**config.mk**
```make
export PLATFORM = sky130hd
export DESIGN_NAME = l2_port_arbiter
export DESIGN_NICKNAME = d
export VERILOG_FILES = /design/src/rtl/xentry_types.sv /design/src/rtl/l2_port_arbiter.sv
export SDC_FILE = /design/constraint.sdc
export NUM_CORES = 1
export LEC_CHECK = 0
export ABC_AREA = 1
export CELL_PAD_IN_SITES_DETAIL_PLACEMENT = 1
export CELL_PAD_IN_SITES_GLOBAL_PLACEMENT = 1
export CORE_MARGIN = 10
export CORE_UTILIZATION = 10
export CTS_BUF_LIST = sky130_fd_sc_hd__clkbuf_4 sky130_fd_sc_hd__clkbuf_8 sky130_fd_sc_hd__clkbuf_16
export DETAILED_ROUTE_END_ITERATION = 7
export PLACE_DENSITY_LB_ADDON = 0.1
export SETUP_SLACK_MARGIN = 0.05
export SYNTH_ARGS = -nofsm -noshare
export SYNTH_HDL_FRONTEND = slang
export SYNTH_SLANG_ARGS = --single-unit
```
**constraint.sdc**
```tcl
create_clock -name clk -period 1.3 [get_ports clk]
set_input_delay 0.39 -clock clk [delete_from_list [all_inputs] [get_ports clk]]
set_output_delay 0.39 -clock clk [all_outputs]
set_load 0.02 [all_outputs]
```
**src/rtl/xentry_types.sv**
```systemverilog
// xentry_types: shared memory-operation and L2 arbiter type definitions
//   memory_operation_e : operation carried on an L2 request (MEM_NONE idles the bus)
//   l2_arb_state_e     : arbiter FSM states
//   l2_requester_e     : which cache owns the L2 port
package xentry_types;
    typedef enum logic [1:0] {MEM_NONE, MEM_LOAD, MEM_STORE} memory_operation_e;
    typedef enum logic {ARB_IDLE, ARB_GRANT} l2_arb_state_e;
    typedef enum logic {REQ_ICACHE, REQ_DCACHE} l2_requester_e;
endpackage

```
**src/rtl/l2_port_arbiter.sv**
```systemverilog
// l2_port_arbiter: shares one L2 request port between icache and dcache, one
// transaction at a time, round-robin with a bounded per-requester lock.
//   clk, reset (sync, active-low)
//   ic_* / dc_* : request address/type/valid/lock/store data in; fetched word and
//                 completion pulse out (zero for the non-owner)
//   l2_*        : muxed request out; fetched word and completion pulse in
//   l2_owner    : current or last owner (0 = icache, 1 = dcache)
module l2_port_arbiter
    import xentry_types::*;
#(
    parameter int XLEN     = 32,
    parameter int MAX_LOCK = 8
) (
    input  logic              clk,
    input  logic              reset,
    input  logic [XLEN-1:0]   ic_req_address,
    input  memory_operation_e ic_req_type,
    input  logic              ic_req_valid,
    input  logic              ic_req_lock,
    input  logic [XLEN-1:0]   ic_word_to_store,
    output logic [XLEN-1:0]   ic_fetched_word,
    output logic              ic_req_fulfilled,
    input  logic [XLEN-1:0]   dc_req_address,
    input  memory_operation_e dc_req_type,
    input  logic              dc_req_valid,
    input  logic              dc_req_lock,
    input  logic [XLEN-1:0]   dc_word_to_store,
    output logic [XLEN-1:0]   dc_fetched_word,
    output logic              dc_req_fulfilled,
    output logic [XLEN-1:0]   l2_req_address,
    output memory_operation_e l2_req_type,
    output logic              l2_req_valid,
    output logic [XLEN-1:0]   l2_word_to_store,
    input  logic [XLEN-1:0]   l2_fetched_word,
    input  logic              l2_req_fulfilled,
    output logic              l2_owner
);
    localparam int CW = $clog2(MAX_LOCK + 1);

    l2_arb_state_e state, state_n;
    l2_requester_e owner, owner_n, last_owner, last_owner_n, pick;
    logic          locked, locked_n;
    logic [CW-1:0] lock_count, lock_count_n;
    logic          dc_sel, owner_valid, owner_lock, hold, grant, done;

    assign dc_sel      = owner == REQ_DCACHE;
    assign owner_valid = dc_sel ? dc_req_valid : ic_req_valid;
    assign owner_lock  = dc_sel ? dc_req_lock : ic_req_lock;
    assign hold        = locked && owner_valid;
    // Outputs are gated by reset so nothing leaks while reset is held low,
    // including a completion that arrives during reset.
    assign grant       = reset && state == ARB_GRANT;
    assign done        = grant && l2_req_fulfilled;
    assign pick        = hold ? owner :
                         (ic_req_valid && dc_req_valid) ?
                             (last_owner == REQ_ICACHE ? REQ_DCACHE : REQ_ICACHE) :
                         dc_req_valid ? REQ_DCACHE : REQ_ICACHE;

    assign l2_req_valid     = grant;
    assign l2_req_address   = grant ? (dc_sel ? dc_req_address : ic_req_address) : '0;
    assign l2_req_type      = grant ? (dc_sel ? dc_req_type : ic_req_type) : MEM_NONE;
    assign l2_word_to_store = grant ? (dc_sel ? dc_word_to_store : ic_word_to_store) : '0;
    assign ic_req_fulfilled = done && !dc_sel;
    assign dc_req_fulfilled = done && dc_sel;
    assign ic_fetched_word  = ic_req_fulfilled ? l2_fetched_word : '0;
    assign dc_fetched_word  = dc_req_fulfilled ? l2_fetched_word : '0;
    assign l2_owner         = reset && dc_sel;

    always_comb begin
        state_n      = state;
        owner_n      = owner;
        last_owner_n = last_owner;
        locked_n     = locked;
        lock_count_n = lock_count;
        if (state == ARB_IDLE) begin
            // A lock whose owner has nothing pending is released before arbitrating.
            if (locked && !owner_valid) begin
                locked_n     = 1'b0;
                lock_count_n = '0;
            end
            if (hold || ic_req_valid || dc_req_valid) begin
                state_n = ARB_GRANT;
                owner_n = pick;
            end
        end else if (l2_req_fulfilled) begin
            state_n      = ARB_IDLE;
            last_owner_n = owner;
            if (owner_lock && (int'(lock_count) + 1 < MAX_LOCK)) begin
                locked_n     = 1'b1;
                lock_count_n = lock_count + 1'b1;
            end else begin
                locked_n     = 1'b0;
                lock_count_n = '0;
            end
        end
    end

    always_ff @(posedge clk) begin
        if (!reset) begin
            state      <= ARB_IDLE;
            owner      <= REQ_ICACHE;
            last_owner <= REQ_ICACHE;
            locked     <= 1'b0;
            lock_count <= '0;
        end else begin
            state      <= state_n;
            owner      <= owner_n;
            last_owner <= last_owner_n;
            locked     <= locked_n;
            lock_count <= lock_count_n;
        end
    end
endmodule

```
# Word-level counts from Yosys, hierarchy flattened
# Index checks and enable logic that the tools add are counted.
classes:
  addsub: 2
  mul: 0
  n_div: 0
  magnitude_cmp: 1
  n_eq_ne: 1
  shift: 0
  n_mux: 24
  n_bitwise: 2
  n_reduce_logical: 17
ops:
  columns: ["operator", "count"]
  rows:
  - ["32-bit 2-to-1 mux", 6]
  - ["4-bit 2-to-1 mux", 4]
  - ["1-bit 2-to-1 mux", 12]
  - ["1-bit logical AND", 9]
  - ["4-bit by 1-bit adder with 5-bit output (second input constant)", 1]
  - ["5-bit by 4-bit < comparator with 1-bit output (second input constant)", 1]
  - ["4-bit by 1-bit adder with 4-bit output (second input constant)", 1]
  - ["2-bit 2-to-1 mux", 2]
  - ["2-bit AND reduction", 2]
  - ["3-bit AND reduction", 1]
  - ["1-bit zero test", 2]
  - ["1-bit logical OR", 2]
  - ["2-bit inequality test (second input constant)", 1]
  - ["1-bit NOT", 2]
  - ["2-bit nonzero test", 1]
word_totals:
  register_bits: 8
  latchBits: 0
  ramBits: 0
  romBits: 0
  inputBits: 171
  out_inout_bits: 134
  wordCells: 52
  memories: 0

# Depth between registers and ports, before layout
depth:
  ltp_word: 6
  mapped_depth: 8
  mapped_depth_nobuf: 7

# Least setup slack after synthesis
# OpenSTA, ideal clock, no wires.
synth_path:
  kind: "register -> output"
  startpoint: "register owner (netlist: dc_sel)"
  endpoint: "output dc_fetched_word[0]"
  arrival_time_ps: 1295
  required_time_ps: 910
  slack_ps: -385
  stages_incl_launch_ff: 7
  path_buffers: 2
  path_cell_list: "dfxtp_1 > buf_4 > nand2_1 > nor2_2 > inv_2 > buf_2 > nor2_1"
synth_via:
  elab_chain_cells: 2
synth_lines:
  columns: ["item", "line", "text"]
  rows:
  - ["from (decl)", "l2_port_arbiter.sv:41", "l2_requester_e owner, owner_n, last_owner, last_owner_n, pick;"]
  - ["from (signal assigned)", "l2_port_arbiter.sv:107", "owner <= owner_n;"]
  - ["1-bit logical AND", "l2_port_arbiter.sv:64", "assign dc_req_fulfilled = done && dc_sel;"]
  - ["named net dc_req_fulfilled", "l2_port_arbiter.sv:29", "output logic dc_req_fulfilled,"]
  - ["32-bit 2-to-1 mux", "l2_port_arbiter.sv:66", "assign dc_fetched_word = dc_req_fulfilled ? l2_fetched_word : '0;"]
  - ["to (decl)", "l2_port_arbiter.sv:28", "output logic [XLEN-1:0] dc_fetched_word,"]
# The timed path passes the listed nets, and every way through them passes these cells.

# Worst setup path in the final report
layout_path:
  startpoint: "register state"
  endpoint: "output ic_fetched_word[24]"
layout_via:
  elab_chain_cells: 4
layout_lines:
  columns: ["item", "line", "text"]
  rows:
  - ["from (decl)", "l2_port_arbiter.sv:40", "l2_arb_state_e state, state_n;"]
  - ["from (signal assigned)", "l2_port_arbiter.sv:106", "state <= state_n;"]
  - ["1-bit logical AND", "l2_port_arbiter.sv:52", "assign grant = reset && state == ARB_GRANT;"]
  - ["1-bit logical AND", "l2_port_arbiter.sv:53", "assign done = grant && l2_req_fulfilled;"]
  - ["1-bit logical AND", "l2_port_arbiter.sv:63", "assign ic_req_fulfilled = done && !dc_sel;"]
  - ["32-bit 2-to-1 mux", "l2_port_arbiter.sv:65", "assign ic_fetched_word = ic_req_fulfilled ? l2_fetched_word : '0;"]
  - ["to (decl)", "l2_port_arbiter.sv:21", "output logic [XLEN-1:0] ic_fetched_word,"]
# Every way passes these cells.

==> impl_metrics.toml <==
[status]
status = "complete, but fails checks"
violations = "setup timing"

[critical_path]
cp_max_fo = 16
start_kind = "flip-flop"
reg2reg_slack_ps = 30
timing.rr.start = "dc_sel$_SDFFE_PN0P_"
criticalPathCategory = "reg2out"
rr_worst_depth = 8
worstPathArrival_ps = 1420
crit_path_end_kind = "output pin"
worstPathRequired_ps = 910
r2r-end = "lock_count[0]$_SDFFE_PN0P_"

[finish]
syn_to_final_growth_pct = 301
num-nets-final = 897
utilization = 0.409
drive_above_1_share = 0.522
diodes = 0
fin_cells = 949

[yosys]
synth.top_cell.area_share = 0.326
netlist_instances = 392
ys_ff_latch = 8
yosys.area.top_type = "nand2_1"
yosysMostFrequentCell = "nand2_1"
synth_cell_type_count = 17
syn_area_um2 = 1760
synth_seq_area_share = 0.0908
synth_edf_count = 0
yosys-top-cells-count = "153 x nand2_1, 71 x a21oi_1, 68 x nor2_1"
syn_avg_cell_area_um2 = 4.50
ys_warn_count = 0
synthFlopType = "dfxtp_1"
synth.area.top_cells = "nand2_1 33%, a21oi_1 20%, nor2_1 14%"
async_flop_share = 0
synth_fp_nets = 564

[power_and_ir_drop]
pwr-share-clk = 0.187
ir_drop_uv = 273
internal_power_mw = 1.82
p_per_area_nw_per_um2 = 433
total_power_mw = 3.06
power_switching_mw = 1.24
p_sw_frac = 0.405
p_seq_frac = 0.090
p_leak_nw = 2.88
combPwrFrac = 0.724

[cts]
root_buffer = "clkbuf_16"
cts_tree = "built"
cts.clk_slew.worst_paths_ps = 40
cts_buffer_depth = 2
clock_sinks = 8
cts_buffers = 3
clkLatencyLatePin_ps = 240
htree_levels = 1

[worst_hold_path]
whs_endpoint = "lock_count[3]$_SDFFE_PN0P_"
min-delay-start = "lock_count[3]$_SDFFE_PN0P_"
holdPathStages = 2
holdCritPathClass = "reg2reg"

[detailed_routing]
ant_nets = 0
routed_wl_mm = 18.5
wl_per_cell_um = 19.5
drcViolationCount = 0
drt_iter0_markers = 106
drt_first_pass_iters = 4
vias = 3826
vias_per_cell = 4.03

[die]
die_h_um = 153
start_util = 0.102
num_io_pins = 305
die_area_um2 = 23300
std_cell_rows = 48
core_area_um2 = 17300
die_w_um = 153

[placed_design]
globalplace.congestion = 0.800
io_buffers = 304
dpl.hpwl_mm = 15.5
placed_cells = 930

[sta]
fin_crit_sh = 1.39
drv_slew = 0
slew_headroom = 0.860
hold_viol = 0
worst_pin_slew_ps = 210
setup_ws_ps = -510
layout_min_cycle_time_ps = 1810
clock_skew_ps = 1.44
finalSetupTns_ps = -58190
rsz0062_at_grt = "yes"
clock.fmax_ghz = 0.552
setup_viol = 134

[global_routing]
gr-usage-all-layers = 0.150
grt_pass1_wl_mm = 27.8
grt_max_degree = 23
grt_pass1_vias = 4325
overflow = 0
antenna_found_initial = 0

[job]
maxCapViolations = 0
## worst max-delay path, stage by stage (launching register included)
cell     delay [ps]
dfxtp_4         370
buf_12          110
nand2_8          60
nor2_4          110
nand2_4         100
buf_12          190
nor2_4          100
buf_6           120
## kinds of logic after synthesis
group / after synthesis / synth area share
buf+inv: 72 / 0.171
compound gates: 74 / 0.211
fa+ha+maj: 1 / 0.00710
flops: 8 / 0.0908
simple gates: 237 / 0.520
## stage by stage
step	setup slack (ps)	instance area [µm²]	hold slack, ps
finish	-510	7070	496
global route	-561	7070	526
CTS	-526	6890	497
detailed placement	-1310	6540	489
global placement	-1260	6540	470
floorplan	-155	3070	451
## power by group through the flow
stage               clock, mW  combinational (mW)  sequential [mW]
floorplan                   0                1.01            0.273
global placement            0                1.99            0.279
detailed placement          0                2.03            0.280
CTS                     0.578                2.18            0.277
global route            0.595                2.37            0.277
finish                  0.572                2.22            0.275
## layer usage
metal,up-vias,part of all wire,track usage
met3,9,0.062,0.0373
met2,146,0.56,0.299
met4,0,0.0081,0.0191
met5,-,0,0
met1,1799,0.37,0.156
li1,1872,-,-
## timing repair
action,4_1_cts,5_1_grt
endpoints found under the hold margin,0,0
buffers inserted,4,3
resized for setup,752,35
cloned,7,1
pin swaps,3,2
hold buffers,0,0
setup endpoints to repair,142,140
## state kept, by name (all words and copies together), names as in the netlist
name / flops
locked: 1
state: 1
last_owner: 1
lock_count: 4
dc_sel: 1
## worst max path at each step
stage	from	end	slack [ps]	depth (start not counted)
2_1_floorplan	dc_sel$_SDFFE_PN0P_	dc_fetched_word[0]	-160	6
3_3_place_gp	l2_req_fulfilled	ic_fetched_word[22]	-1260	7
3_5_place_dp	l2_req_fulfilled	ic_fetched_word[26]	-1310	7
4_1_cts	state$_SDFF_PN0_	l2_req_type[1]	-530	5
5_1_grt	state$_SDFF_PN0_	ic_fetched_word[20]	-560	7
6_report	state$_SDFF_PN0_	ic_fetched_word[24]	-510	7
## cell type report
type	instances	area (µm²)
multi-input cells	313	2560
flip-flops and latches	8	168
repair buffers	355	3800
fillers	2032	10200
inverters	44	180
clock buffers	4	82.6
well taps	225	282
## cell usage in the layout (no fill, tap or decap), types with 2 or more instances in the layout
cell | synthesis | final
clkdlybuf4s15_2 | 0 | 2
clkbuf_4 | 0 | 2
nand3_1 | 9 | 8
a21oi_4 | 0 | 46
nand2_8 | 0 | 3
dfxtp_4 | 0 | 2
a21oi_2 | 0 | 20
a21oi_1 | 71 | 5
buf_16 | 0 | 6
nand2_2 | 1 | 40
buf_12 | 0 | 18
buf_2 | 19 | 10
inv_1 | 41 | 38
buf_6 | 0 | 90
inv_4 | 0 | 2
clkbuf_16 | 0 | 4
inv_2 | 3 | 2
clkdlybuf4s50_1 | 0 | 168
dfxtp_1 | 8 | 6
nand2_1 | 153 | 110
nor2_1 | 68 | 4
buf_4 | 2 | 57
nand2_4 | 0 | 2
nor2_4 | 0 | 67
nor3_1 | 2 | 2
Note: power is estimated with default switching activity, not from simulation.
